$ cat config.mk
export PLATFORM = sky130hd
export DESIGN_NAME = gshare_branch_predictor_flat
export DESIGN_NICKNAME = d
export VERILOG_FILES = /design/src/rtl/gshare_branch_predictor_if.sv /design/src/rtl/gshare_branch_predictor.sv /design/src/flat_wrapper.sv
export SDC_FILE = /design/constraint.sdc
export NUM_CORES = 1
export LEC_CHECK = 0
export ABC_AREA = 1
export ABC_CLOCK_PERIOD_IN_PS = 8900
export BUFFER_PORTS_ARGS = -buffer_cell sky130_fd_sc_hd__buf_4
export CAP_MARGIN = 40
export CORE_ASPECT_RATIO = 0.75
export CORE_UTILIZATION = 45
export DETAILED_ROUTE_END_ITERATION = 8
export PLACE_DENSITY = 0.58
export SYNTH_ARGS = -nofsm -noshare
export SYNTH_HDL_FRONTEND = slang
export SYNTH_SLANG_ARGS = --single-unit
$ cat constraint.sdc
create_clock -name clk -period 8.9 [get_ports clk]
set_input_delay 0.445 -clock clk [delete_from_list [all_inputs] [get_ports clk]]
set_output_delay 0.445 -clock clk [all_outputs]
set_load 0.05 [all_outputs]
$ cat src/rtl/gshare_branch_predictor_if.sv
// Predict/update bus of the gshare branch predictor.
// The master side (fetch/execute) issues requests; the slave side is the predictor.
interface gshare_branch_predictor_if #(
    parameter int I = 8,
    parameter int M = 2
);
    logic          pred_valid;
    logic [31:0]   pred_pc;
    logic          upd_valid;
    logic [I-1:0]  upd_index;
    logic          upd_taken;
    logic          ready;
    logic          pred_out_valid;
    logic          pred_taken;
    logic [I-1:0]  pred_index;
    logic [M-1:0]  ghr;

    modport master (
        output pred_valid, pred_pc, upd_valid, upd_index, upd_taken,
        input  ready, pred_out_valid, pred_taken, pred_index, ghr
    );

    modport slave (
        input  pred_valid, pred_pc, upd_valid, upd_index, upd_taken,
        output ready, pred_out_valid, pred_taken, pred_index, ghr
    );
endinterface

$ cat src/rtl/gshare_branch_predictor.sv
// Correlating / gshare branch predictor: 2^(R+M) saturating counters indexed
// by PC bits combined with a non-speculative global history register.
// After reset the table is swept to weakly-not-taken before requests are taken.
module gshare_branch_predictor #(
    parameter int R        = 6,
    parameter int M        = 2,
    parameter int N        = 2,
    parameter int XOR_HASH = 0
) (
    input  logic clk,
    input  logic reset,
    gshare_branch_predictor_if.slave bus
);
    localparam int I     = R + M;
    localparam int DEPTH = 1 << I;
    localparam logic [N-1:0] WNT  = {1'b0, {(N-1){1'b1}}};
    localparam logic [I-1:0] LAST = {I{1'b1}};

    typedef enum logic {INIT, RUN} state_t;

    state_t         state_q, state_d;
    logic [I-1:0]   cnt_q, cnt_d;
    logic [M-1:0]   ghr_q, ghr_d;
    logic           ready_q, ready_d;
    logic           pov_q, pov_d;
    logic           taken_q, taken_d;
    logic [I-1:0]   pidx_q, pidx_d;
    logic [N-1:0]   table_q [DEPTH];

    logic           wr_en;
    logic [I-1:0]   wr_addr;
    logic [N-1:0]   wr_data;
    logic [I-1:0]   pred_idx;
    logic [N-1:0]   upd_new;
    logic [N-1:0]   pred_cnt;

    // Only a PC window feeds the index; the remaining bits are don't-care.
    logic           unused_pc;
    assign unused_pc = ^bus.pred_pc;

    // Saturating counter step toward the resolved direction.
    function automatic logic [N-1:0] sat_update(input logic [N-1:0] c, input logic taken);
        if (taken) begin
            return (&c) ? c : c + N'(1);
        end
        return (|c) ? c - N'(1) : c;
    endfunction

    // Shift the resolved outcome into the history; works for M == 1 too.
    function automatic logic [M-1:0] ghr_shift(input logic [M-1:0] g, input logic t);
        logic [M:0] w;
        w = {g, t};
        return w[M-1:0];
    endfunction

    // Table index, counter forwarding and the next-state / output decisions.
    always_comb begin
        state_d  = state_q;
        cnt_d    = cnt_q;
        ghr_d    = ghr_q;
        ready_d  = ready_q;
        pov_d    = 1'b0;
        taken_d  = taken_q;
        pidx_d   = pidx_q;
        wr_en    = 1'b0;
        wr_addr  = cnt_q;
        wr_data  = WNT;

        if (XOR_HASH != 0) begin
            pred_idx = bus.pred_pc[I+1:2] ^ {{R{1'b0}}, ghr_q};
        end else begin
            pred_idx = {ghr_q, bus.pred_pc[R+1:2]};
        end

        // A same-cycle update to the predicted entry is forwarded (write-first).
        upd_new  = sat_update(table_q[bus.upd_index], bus.upd_taken);
        pred_cnt = (bus.upd_valid && (bus.upd_index == pred_idx)) ? upd_new : table_q[pred_idx];

        if (state_q == INIT) begin
            wr_en   = 1'b1;
            wr_addr = cnt_q;
            wr_data = WNT;
            cnt_d   = cnt_q + I'(1);
            if (cnt_q == LAST) begin
                state_d = RUN;
                ready_d = 1'b1;
            end
        end else begin
            if (bus.upd_valid) begin
                wr_en   = 1'b1;
                wr_addr = bus.upd_index;
                wr_data = upd_new;
                ghr_d   = ghr_shift(ghr_q, bus.upd_taken);
            end
            if (bus.pred_valid) begin
                pov_d   = 1'b1;
                taken_d = pred_cnt[N-1];
                pidx_d  = pred_idx;
            end
        end
    end

    // Control and output registers with synchronous reset.
    always_ff @(posedge clk) begin
        if (reset) begin
            state_q <= INIT;
            cnt_q   <= '0;
            ghr_q   <= '0;
            ready_q <= 1'b0;
            pov_q   <= 1'b0;
            taken_q <= 1'b0;
            pidx_q  <= '0;
        end else begin
            state_q <= state_d;
            cnt_q   <= cnt_d;
            ghr_q   <= ghr_d;
            ready_q <= ready_d;
            pov_q   <= pov_d;
            taken_q <= taken_d;
            pidx_q  <= pidx_d;
        end
    end

    // Counter table write port; contents are rebuilt by the sweep after reset.
    always_ff @(posedge clk) begin
        if (wr_en && !reset) begin
            table_q[wr_addr] <= wr_data;
        end
    end

    assign bus.ready          = ready_q;
    assign bus.pred_out_valid = pov_q;
    assign bus.pred_taken     = taken_q;
    assign bus.pred_index     = pidx_q;
    assign bus.ghr            = ghr_q;
endmodule

$ cat src/flat_wrapper.sv
// flat-port wrapper written by rule: the top's interface ports become plain ports
module gshare_branch_predictor_flat 
#(
    parameter int R        = 6,
    parameter int M        = 2,
    parameter int N        = 2,
    parameter int XOR_HASH = 0
)
  (clk, reset, bus_pred_valid, bus_pred_pc, bus_upd_valid, bus_upd_index, bus_upd_taken, bus_ready, bus_pred_out_valid, bus_pred_taken, bus_pred_index, bus_ghr);
  gshare_branch_predictor_if #(.M(M)) bus_i ();
  input  logic clk;
  input  logic reset;
  input wire logic [$bits(bus_i.pred_valid)-1:0] bus_pred_valid;
  input wire logic [$bits(bus_i.pred_pc)-1:0] bus_pred_pc;
  input wire logic [$bits(bus_i.upd_valid)-1:0] bus_upd_valid;
  input wire logic [$bits(bus_i.upd_index)-1:0] bus_upd_index;
  input wire logic [$bits(bus_i.upd_taken)-1:0] bus_upd_taken;
  output wire logic [$bits(bus_i.ready)-1:0] bus_ready;
  output wire logic [$bits(bus_i.pred_out_valid)-1:0] bus_pred_out_valid;
  output wire logic [$bits(bus_i.pred_taken)-1:0] bus_pred_taken;
  output wire logic [$bits(bus_i.pred_index)-1:0] bus_pred_index;
  output wire logic [$bits(bus_i.ghr)-1:0] bus_ghr;
  assign bus_i.pred_valid = bus_pred_valid;
  assign bus_i.pred_pc = bus_pred_pc;
  assign bus_i.upd_valid = bus_upd_valid;
  assign bus_i.upd_index = bus_upd_index;
  assign bus_i.upd_taken = bus_upd_taken;
  assign bus_ready = bus_i.ready;
  assign bus_pred_out_valid = bus_i.pred_out_valid;
  assign bus_pred_taken = bus_i.pred_taken;
  assign bus_pred_index = bus_i.pred_index;
  assign bus_ghr = bus_i.ghr;
  gshare_branch_predictor #(.R(R), .M(M), .N(N), .XOR_HASH(XOR_HASH)) u_core (.clk(clk), .reset(reset), .bus(bus_i));
endmodule
* After elaboration in Yosys (flattened, before gate mapping) *
Memories as Yosys holds them, arrays and structs flattened. A register that Yosys moved wholly into a read port is not among the register bits.
Index checks and enable logic that the tools add are counted.

cells by class
  add/sub/neg operators = 3
  multiply operators = 0
  divide/modulo/power cells = 0
  order comparisons = 0
  equality and inequality tests = 1
  shifts and indexed selects = 0
  muxes and demuxes = 16
  bitwise operators = 1
  reductions and logical operators = 8

operator list
  kind                                              number
  two-way mux 8 bit                                 2
  two-way mux 2 bit                                 6
  adder 8 x 1 -> 8 bit, second input constant       1
  equality test 8 bit, second input constant        1
  two-way mux 1 bit                                 8
  AND reduction 2 bit                               4
  OR reduction 2 bit                                2
  adder 2 x 1 -> 2 bit, second input constant       1
  subtractor 2 x 1 -> 2 bit, second input constant  1
  logical AND 1 bit                                 1
  zero test 1 bit                                   1
  inverter 1 bit                                    1

storage, ports and cells
  register bits after elaboration = 21
  latch bits = 0
  bits in writable memories = 512
  bits in read-only memories = 0
  input bits = 45
  output and inout port bits = 13
  word-level logic and storage cells = 36
  memories kept = 1

memory list
  memory          depth  bits a word  read ports  clocked after Yosys merged registers in  wr ports  RTL line                       source
  u_core.table_q  256    2            2           1                                        1         gshare_branch_predictor.sv:28  logic [N-1:0] table_q [DEPTH];

* Longest topological paths before layout *
Gate-level depths: netlist of the first run.
An unclocked memory read counts as a cell.

  depth in word-level cells = 7
  gate-level depth with buffers = 20
  gate-level depth less buffers = 17

* Least setup slack after synthesis of the first run *
Ideal clock, no wire load.

  kind = input to register
  start = input bus_upd_index[1]
  end = memory u_core.table_q[0][0] (data pin)
  setup time = 1.514 ns
  data arrival time = 4.721 ns
  required time = 7.386 ns
  setup slack = 2.665 ns
  cell stages on the path = 14
  buffers on the path = 2
  cell sequence = buf_4 inv_4 clkbuf_1 nand3_1 nand3_1 nand3_1 nand3_1 nand2_1 nand2_1 nand3_1 nand3_1 nand3_1 nand2_1 nand3_1

between the ends
  word-level cells in the longest chain between the ends = 7
  elaborated cells on any way between the ends = 11
  those cells by class = 2 x add/sub; 6 x mux; 2 x reduce/logical; 1 x memory

ends and longest elaborated chain
  what                                                         RTL line                       source
  start: declaration                                           flat_wrapper.sv:16             input wire logic [$bits(bus_i.upd_index)-1:0] bus_upd_index;
  memory read (256 x 2 bit) (*)                                --
  adder 2 x 1 -> 2 bit or AND reduction 2 bit (tied branches)  gshare_branch_predictor.sv:44  return (&c) ? c : c + N'(1);
  two-way mux 2 bit                                            gshare_branch_predictor.sv:44
  two-way mux 2 bit                                            gshare_branch_predictor.sv:43  if (taken) begin
  two-way mux 2 bit (*)                                        gshare_branch_predictor.sv:46  return (|c) ? c - N'(1) : c;
  two-way mux 2 bit (*)                                        gshare_branch_predictor.sv:89  if (bus.upd_valid) begin
  two-way mux 2 bit (*)                                        gshare_branch_predictor.sv:79  if (state_q == INIT) begin
  via u_core.wr_data[0]                                        gshare_branch_predictor.sv:32  logic [N-1:0] wr_data;
  end: declaration                                             gshare_branch_predictor.sv:28

Mark *: on every way through the listed nets, which the timed path passes. The rest lies on a longest branch. The select of a mux whose other input is x is not followed.

* Worst setup path after layout of the first run *
  start = input bus_upd_index[0]
  end = memory u_core.table_q[74][1] (data pin)

The elaborated chain is that of the path after synthesis.

==> results of run 1 <==
[metal layers]
metal,global-route usage,vias up,wire length [um]
met3,0.04660,196,8312
met1,0.3911,9775,33370
li1,-,9166,-
met5,0,-,0
met4,0.1096,0,3020
met2,0.4336,1191,36000
[final cells by class]
class,count,area share
clock buffer,62,0.05048
clock inverter,38,0.01414
inverter,47,0.007114
multi-input combinational,1900,0.2994
sequential,534,0.5691
tap,731,0.03291
timing repair buffer,72,0.02679
[flip-flops by register name, summed over array words and instances (netlist names)]
signal                     flops
u_core.bus.ready               1
u_core.state_q                 1
u_core.table_q               512
u_core.bus.pred_index          8
u_core.bus.pred_out_valid      1
u_core.bus.pred_taken          1
u_core.bus.ghr                 2
u_core.cnt_q                   8
[how the worst min path moves through the flow]
stage               depth (start not counted)                         to  slack (ns)        startpoint
floorplan                                   2             u_core.state_q        0.47   u_core.cnt_q[7]
global placement                            2           u_core.bus.ready        0.44  u_core.bus.ready
detailed placement                          2           u_core.bus.ready        0.45  u_core.bus.ready
CTS                                         3  u_core.bus.pred_out_valid         0.1    bus_pred_valid
global route                                3  u_core.bus.pred_out_valid        0.13    bus_pred_valid
finish                                      3  u_core.bus.pred_out_valid        0.12    bus_pred_valid
[kinds of logic after synthesis]
kind of cell | share of synthesized area
fa+ha+maj | 0.0004927
flops | 0.6228
compound gates | 0.04755
xor+xnor | 0.0006900
simple gates | 0.2780
buf+inv | 0.05041
[cells in the mapped netlist]
cell       count  area share
o22ai_1       59       0.015
buf_8          1     0.00059
o2111ai_1      2     0.00069
o21ai_1        3     0.00059
buf_1         15      0.0022
nand3_1      567        0.11
nor3_2         3      0.0012
nor3b_1        3     0.00089
or2_2          2     0.00049
nand2_1      690        0.10
a211oi_1      11      0.0033
ha_1           1     0.00049
dfxtp_1       22       0.017
inv_1         38      0.0056
clkinv_1       4     0.00059
nand2_4        1     0.00044
o21ai_0      129       0.025
a21oi_1       12      0.0024
nor2_1       408       0.060
buf_6         19      0.0084
xor2_1         2     0.00069
buf_4         32      0.0095
nor3_1         5     0.00099
edfxtp_1     512        0.61
buf_2         65       0.013
inv_4          2     0.00049
inv_2          3     0.00044
clkbuf_1      66      0.0098
o21ai_2        2     0.00069
[worst max-delay path, stage by stage]
cell      delay [ns]
clkbuf_8        0.46
inv_8           0.39
buf_16          0.47
buf_12          0.46
nand2_1         0.09
nand3_1         0.08
nand3_1         0.12
nand3_1         0.10
nand3_1         0.16
nand2_1         0.20
nand2_1         0.08
nand3_1         0.07
nand3_1         0.08
nand2_1         0.08
nand2_1         0.10
nand2_1         0.08
nand2_1         0.13
inv_6           0.41
buf_16          0.37
buf_4           0.58
[power by group through the flow]
stage               Clock [mW]  Sequential (mW)  Combinational (mW)
finish                    2.34             2.71               0.388
global route              2.46             2.71               0.414
CTS                       2.36             2.71               0.378
detailed placement           0             2.77               0.377
global placement             0             2.77               0.364
floorplan                    0             2.77               0.251
==> results.md, run 1 <==
* Final Skew at 0.02289 ns
* Post-route cell area at 27790 um2
* HP Class: in2reg
* Clk pwr share at 0.430
* Register Area at 15820 um2
* Setup tns final at 0 ns
* Maximum clock path buffer count at 3
* Initial DRT Pass Iterations at 6
* Sequential power share at 0.499
* GRT Total Usage at 0.2787
* R2R depth at 16
* CTS tree: built
* Max-cap violation count at 0
* Final WL at 80710 um
* DIE AREA at 57390 um2
* Endpoint class of the critical path: flip-flop
* Worst Path Arrival at 5.21 ns
* Final Hold Vio Count at 0
* Post-synthesis cell count at 2679
* Antenna violations before repair at 0
* First-pass GRT wire length at 120700 um
* Avg Cell Area, Syn at 9.479 um2
* CP Capture Point: u_core.table_q[74][1]
* Number of global-route vias before repair at 19260
* Dpl cells at 3284
* Most frequent cells in the layout: 686 x nand2_1, 566 x nand3_1, 512 x edfxtp_1
* Critical path startpoint category: primary input
* Core area at 55830 um2
* Final cell count without fillers at 3384
* Logic pwr share at 0.071
* Vias at 20330
* Area delta synth->final at 9.431%
* Die height at 207.7 um
* Sw power at 1.265 mW
* Filler Cell Count at 5026
* Clk sink count at 534
* Residual DRC count at 0
* Reg clk slew, reported paths at 0.07 ns
* Commonest non-fill, non-tap cell in the layout: nand2_1
* Std-Cell Rows at 75
* CTS H-tree lvls at 2
* Post-CTS setup buffer count at 0
* Netlist cell types at 29
* Number of gates resized after cts at 0
* Slew Viols, Final at 0
* Critical path class: in2reg
* Placer Congestion at 0.8940
* Tcrit/Tclk final at 0.5519
* Final worst hold slack at 0.1217 ns
* Sequential area share after synthesis at 0.6228
* Wire per inst at 23.85 um
* Chip Width at 276.3 um
* Placed Area at 25990 um2
* Critical path origin: bus_upd_index[0]
* Hpwl dp at 44460 um
* Min Tclk post-route at 4.912 ns
* Yosys warns at 0
* Crit Path Max Fanout at 133
* WP data required at 9.20 ns
* Cell Area, Synth at 25390 um2
* Rel. slew slack at 0.3760
* Antenna Violating Nets Remaining at 0
* Worst slack at placement at 3.483 ns
* Initial DRC Count at 2704
* P_leak at 10.09 nW
* Clk_lat worst skew at 0.60 ns
* Reg2reg end: u_core.table_q[74][1]
* FMAX at 203.6 MHz
* Nets@finish at 2654
* I/O Buffers at 31
* Setup WS post-layout at 3.988 ns
* Switch share at 0.2326
* GRT overflow at 0
* Overall power at 5.438 mW
* RSZ-0062 raised after global routing: false
* Final setup viols at 0
* Synthesized Nets at 2725
* Largest net degree at the start of global routing at 134
* Starting Density at 0.4548
* Area of the multi-input gates at 8320 um2
* P per Cell Area at 195.7 nW/um2
* Synthesized flop and latch total at 534
* P_int at 4.173 mW
* CTS Hold Bufs at 0
* Worst reg2reg setup slack at 5.40 ns
* Slew @ Worst Pin at 0.9327 ns
* Layout cell share with drive strength beyond 1 at 0.06596
* Root buf cell: clkbuf_16
* N_diodes at 0
* Peak supply drop at 0.1565 mV
* DR vias/cell at 6.007
* Outcome: finished, final reports clean
* Ports at 58
* CTS Buf Count at 53
* Origin of the critical flop-to-flop path: u_core.table_q[91][1]
* Core Util, Final at 0.4977
Note: power is estimated with default switching activity, not from simulation.
==> run 2, diff against run 1 <==
--- a/config.mk
+++ b/config.mk
@@ -6,7 +6,7 @@
 export NUM_CORES = 1
 export LEC_CHECK = 0
 export ABC_AREA = 1
-export ABC_CLOCK_PERIOD_IN_PS = 8900
+export ABC_CLOCK_PERIOD_IN_PS = 4820
 export BUFFER_PORTS_ARGS = -buffer_cell sky130_fd_sc_hd__buf_4
 export CAP_MARGIN = 40
 export CORE_ASPECT_RATIO = 0.75
==> constraint.sdc (replaced) <==
create_clock -name clk -period 4.82 [get_ports clk]
set_input_delay 0.241 -clock clk [delete_from_list [all_inputs] [get_ports clk]]
set_output_delay 0.241 -clock clk [all_outputs]
set_load 0.05 [all_outputs]
==> results.md, run 2 (same netlist as run 1, synthesis figures left out) <==
* Placed Area at 26270 um2 (+1.1%)
* Worst slack at placement at 1.112 ns (-2.371 ns)
* Final WL at 81680 um (+1.2%)
* Outcome: finished, final reports clean
* Clk sink count at 534 (unchanged)
* Residual DRC count at 0 (unchanged)
* Initial DRC Count at 2754 (+1.8%)
* Number of global-route vias before repair at 19740 (+2.5%)
* Nets@finish at 2675 (+0.79%)
* Critical path startpoint category: flip-flop
* RSZ-0062 raised after global routing: false
* Final cell count without fillers at 3397 (+0.38%)
* Area of the multi-input gates at 8325 um2 (about the same)
* Worst Path Arrival at 3.51 ns (-1.70 ns)
* Commonest non-fill, non-tap cell in the layout: nand2_1
* Endpoint class of the critical path: flip-flop
* Setup tns final at 0 ns (unchanged)
* Antenna Violating Nets Remaining at 0 (unchanged)
* Ports at 58 (unchanged)
* Largest net degree at the start of global routing at 133 (-0.75%)
* CTS tree: built
* WP data required at 5.10 ns (-4.10 ns)
* Die height at 207.7 um (unchanged)
* Slew @ Worst Pin at 0.9074 ns (-0.02527 ns)
* Chip Width at 276.3 um (unchanged)
* Root buf cell: clkbuf_16
* Peak supply drop at 0.2698 mV (+72%)
* Crit Path Max Fanout at 19 (-86%)
* Setup WS post-layout at 1.582 ns (-2.406 ns)
* Min Tclk post-route at 3.238 ns
* Max-cap violation count at 0 (unchanged)
* Max reg flops at 512 (unchanged)
* Reg clk slew, reported paths at 0.07 ns (about the same)
* Filler Cell Count at 5079 (+1.1%)
* Most frequent cells in the layout: 684 x nand2_1, 566 x nand3_1, 512 x edfxtp_1
* I/O Buffers at 31 (unchanged)
* P_leak at 10.19 nW (+1.0%)
* Layout cell share with drive strength beyond 1 at 0.06677 (+0.0008036)
* DR vias/cell at 6.010 (about the same)
* Rel. slew slack at 0.3929 (+0.01691)
* Vias at 20420 (+0.44%)
* Largest Register: u_core.table_q
* Final Hold Vio Count at 0 (unchanged)
* Register Area at 15820 um2 (unchanged)
* HP Class: in2reg
* N_diodes at 0 (unchanged)
* Clk_lat worst skew at 0.61 ns (about the same)
* Placer Congestion at 0.9317 (+4.2%)
* P per Cell Area at 352.3 nW/um2 (+80%)
* GRT overflow at 0 (unchanged)
* Number of gates resized after cts at 0 (unchanged)
* Initial DRT Pass Iterations at 6 (unchanged)
* CTS Buf Count at 52 (-1.9%)
* Overall power at 9.859 mW (+81%)
* Post-route cell area at 27990 um2 (+0.72%)
* Critical path class: reg2reg
* Final Skew at 0.02737 ns (+0.004476 ns)
* DIE AREA at 57390 um2 (unchanged)
* Final setup viols at 0 (unchanged)
* Core area at 55830 um2 (unchanged)
* First-pass GRT wire length at 122000 um (+1.0%)
* Std-Cell Rows at 75 (unchanged)
* Antenna violations before repair at 0 (unchanged)
* Maximum clock path buffer count at 3 (unchanged)
* Slew Viols, Final at 0 (unchanged)
* CTS H-tree lvls at 2 (unchanged)
* Tcrit/Tclk final at 0.6717
* Hpwl dp at 45530 um (+2.4%)
* Dpl cells at 3301 (+0.52%)
* Wire per inst at 24.04 um (+0.81%)
* FMAX at 308.9 MHz
* Starting Density at 0.4548 (unchanged)
* GRT Total Usage at 0.2833 (+0.004586)
* Area delta synth->final at 10.22%
## run 2: per-stage QoR
| stage | utilization | hold slack (ns) |
|---|---|---|
| 2_1_floorplan | - | 0.3195 |
| 4_1_cts | 0.5013 | 0.05918 |
| 3_3_place_gp | 0.4677 | 0.4388 |
| 6_report | 0.5013 | 0.08239 |
| 3_5_place_dp | 0.4706 | 0.4589 |
| 5_1_grt | 0.5013 | 0.1034 |
## run 2: area by class of cell
type,count,share of cell area
Sequential cell,534,0.5651
Multi-Input combinational cell,1900,0.2975
Clock buffer,63,0.04873
Timing Repair Buffer,94,0.03840
Tap cell,731,0.03268
Clock inverter,28,0.01073
Inverter,47,0.006929
## run 2: worst max-delay path, stage by stage (launching register included)
cell     delay, ns
dfxtp_1       0.42
nand2_4       0.22
inv_1         0.15
or2_2         0.29
o21ai_0       0.17
inv_1         0.13
nor2_1        0.26
nand2_1       0.60
buf_4         0.45
nor2_1        0.19
## run 2: timing repair
item / CTS / global route
hold buffers: 5 / 0
hold endpoints to repair: 22 / 0
buffers inserted: 0 / 0
## run 2: worst paths after layout
| kind | from | to | slack (ns) | cells past startpoint |
|---|---|---|---|---|
| min reg2reg | u_core.bus.ready | u_core.bus.ready | 0.46 | 2 |
| max reg2reg | u_core.state_q | u_core.table_q[192][0] | 1.58 | 9 |
| max | u_core.state_q | u_core.table_q[192][0] | 1.58 | 9 |
| min | bus_upd_valid | u_core.bus.ghr[1] | 0.08 | 4 |
## run 2: power by group
part	total, mW	switching (mW)	internal (mW)
clock	4.12	1.75	2.37
combinational	0.730	0.533	0.197
sequential	5.01	0.00282	5.01
## run 2: layer usage
metal	up-vias	wire length (um)	global-route usage
met5	-	0	0
met4	0	2641	0.1002
met3	185	8542	0.06483
met2	1141	36930	0.4444
met1	9896	33570	0.3871
li1	9195	-	-
==> run 3, diff against run 2 <==
--- a/config.mk
+++ b/config.mk
@@ -6,13 +6,13 @@
 export NUM_CORES = 1
 export LEC_CHECK = 0
 export ABC_AREA = 1
-export ABC_CLOCK_PERIOD_IN_PS = 4820
+export ABC_CLOCK_PERIOD_IN_PS = 2700
 export BUFFER_PORTS_ARGS = -buffer_cell sky130_fd_sc_hd__buf_4
 export CAP_MARGIN = 40
 export CORE_ASPECT_RATIO = 0.75
 export CORE_UTILIZATION = 45
 export DETAILED_ROUTE_END_ITERATION = 8
-export PLACE_DENSITY = 0.58
+export PLACE_DENSITY = 0.6
 export SYNTH_ARGS = -nofsm -noshare
 export SYNTH_HDL_FRONTEND = slang
 export SYNTH_SLANG_ARGS = --single-unit
==> constraint.sdc (replaced) <==
create_clock -name clk -period 2.7 [get_ports clk]
set_input_delay 0.135 -clock clk [delete_from_list [all_inputs] [get_ports clk]]
set_output_delay 0.135 -clock clk [all_outputs]
set_load 0.05 [all_outputs]
==> results.md, run 3 (same netlist as run 1, synthesis figures left out) <==
* Nets@finish at 2768 (+3.5%)
* Final WL at 82030 um (+0.43%)
* Starting Density at 0.4548 (unchanged)
* Die height at 207.7 um (unchanged)
* Ports at 58 (unchanged)
* Max-cap violation count at 0 (unchanged)
* Crit Path Max Fanout at 19 (unchanged)
* Maximum clock path buffer count at 3 (unchanged)
* Slew Viols, Final at 0 (unchanged)
* Sequential power share at 0.506 (-0.002)
* Commonest non-fill, non-tap cell in the layout: nand2_1
* Antenna violations before repair at 1 (+1)
* Core area at 55830 um2 (unchanged)
* Post-route cell area at 28960 um2 (+3.5%)
* Layout cell share with drive strength beyond 1 at 0.09848 (+0.03171)
* Placed Area at 27220 um2 (+3.6%)
* M1 GR Usage at 0.4103 (+0.02314)
* P_leak at 10.73 nW (+5.2%)
* Vias at 21040 (+3.0%)
* Tcrit/Tclk final at 0.9577 (+0.2860)
* Endpoint class of the critical path: flip-flop
* Sw power at 4.166 mW (+82%)
* Max reg flops at 512 (unchanged)
* Reg clk slew, reported paths at 0.07 ns (about the same)
* Final setup viols at 0 (unchanged)
* Most frequent cells in the layout: 688 x nand2_1, 566 x nand3_1, 512 x edfxtp_1
* Peak supply drop at 0.4968 mV (+84%)
* Clk pwr share at 0.415 (-0.003)
* GRT Total Usage at 0.2832 (about the same)
* Final cell count without fillers at 3493 (+2.8%)
* FMAX at 386.7 MHz (+25%)
* Dpl cells at 3392 (+2.8%)
* GRT overflow at 0 (unchanged)
* Initial DRC Count at 3105 (+13%)
* Clk_lat worst skew at 0.60 ns (about the same)
* WP data required at 2.97 ns (-2.13 ns)
* Placer Congestion at 0.9127 (-2.0%)
* Residual DRC count at 0 (unchanged)
* Critical path class: reg2reg
* Critical path startpoint category: flip-flop
* Rel. slew slack at 0.6645 (+0.2716)
* CTS tree: built
* Core Util, Final at 0.5187 (+0.01743)
* P_int at 13.53 mW (+79%)
* Number of global-route vias before repair at 19870 (+0.66%)
* First-pass GRT wire length at 123200 um (+1.0%)
* Min Tclk post-route at 2.586 ns (-0.6519 ns)
* Largest Register: u_core.table_q
* Wire per inst at 23.48 um (-2.3%)
* Std-Cell Rows at 75 (unchanged)
* Root buf cell: clkbuf_16
* Area of the multi-input gates at 8315 um2 (-0.12%)
* RSZ-0062 raised after global routing: true
* HP Class: in2reg
* Filler Cell Count at 5012 (-1.3%)
* Chip Width at 276.3 um (unchanged)
* Area delta synth->final at 14.05%
* Final worst hold slack at 0.1805 ns (+0.09807 ns)
* DR vias/cell at 6.023 (+0.20%)
* Final Skew at 0.02544 ns (-0.001933 ns)
* DIE AREA at 57390 um2 (unchanged)
* R2R depth at 9 (unchanged)
* Final Hold Vio Count at 0 (unchanged)
* Clk sink count at 534 (unchanged)
* Logic pwr share at 0.080 (+0.006)
* Hpwl dp at 48700 um (+7.0%)
* Hold path cells at 4 (unchanged)
* P per Cell Area at 610.9 nW/um2 (+73%)
* Initial DRT Pass Iterations at 6 (unchanged)
* Antenna Violating Nets Remaining at 0 (unchanged)
* Post-CTS setup buffer count at 0 (unchanged)
* Met2 GRT Util at 0.4357 (-0.008708)
* CTS H-tree lvls at 2 (unchanged)
* Slew @ Worst Pin at 0.4981 ns (-0.4094 ns)
* Outcome: finished, final reports clean
* Register Area at 15820 um2 (unchanged)
* CTS Buf Count at 52 (unchanged)
* Number of gates resized after cts at 0 (unchanged)
* Worst Path Arrival at 2.86 ns (-0.65 ns)
* N_diodes at 0 (unchanged)
* Switch share at 0.2354 (+0.003492)
* Setup tns final at 0 ns (unchanged)
* M3 GR Usage at 0.04322 (-0.02161)
* Top Usage Layer GRT: met2
* Largest net degree at the start of global routing at 89 (-33%)
* I/O Buffers at 31 (unchanged)
-- run 3: power by group through the flow --
stage | sequential (mW) | combinational, mW | clock [mW]
floorplan | 9.12 | 0.851 | 0
detailed placement | 9.12 | 1.36 | 0
global route | 8.94 | 1.49 | 7.76
global placement | 9.12 | 1.35 | 0
CTS | 8.94 | 1.37 | 7.40
finish | 8.94 | 1.41 | 7.34
-- run 3: path summary, 6_finish.rpt --
path,end,slack (ns),from
worst min-delay path,u_core.bus.pred_index[2],0.18,bus_pred_pc[4]
worst min register to register,u_core.bus.pred_taken,0.48,u_core.bus.pred_taken
worst max-delay path,u_core.table_q[80][1],0.11,u_core.state_q
worst max register to register,u_core.table_q[80][1],0.11,u_core.state_q
-- run 3: area by class of cell --
type / count / share of cell area
clock inverters: 33 / 0.01084
clock buffers: 61 / 0.04683
repair buffers: 187 / 0.07089
flip-flops and latches: 534 / 0.5461
multi-input cells: 1900 / 0.2871
inverters: 47 / 0.006653
well taps: 731 / 0.03158
-- run 3: metrics by stage --
stage	total power [mW]	setup WS (ns)
2_1_floorplan	9.972	-1.144
3_3_place_gp	10.47	0.02994
3_5_place_dp	10.48	0.02234
4_1_cts	17.71	0.1734
5_1_grt	18.19	-0.04789
6_report	17.69	0.1142
-- run 3: critical path: stages, from the launching register on --
cell	delay [ns]
dfxtp_1	0.33
nand2_4	0.17
inv_1	0.14
or2_2	0.29
o21ai_0	0.20
inv_1	0.15
nor2_1	0.25
nand2_1	0.17
buf_4	0.30
nor2_1	0.24
-- run 3: layer usage --
layer,share of wire,vias to the layer above
li1,-,9380
met1,0.41,10040
met2,0.44,1388
met3,0.11,232
met4,0.035,2
met5,0.00016,-
-- run 3: timing repair --
action                                  4_1_cts  5_1_grt
hold buffers                                  7        0
endpoints found under the setup margin        0       40
endpoints found under the hold margin        22        0
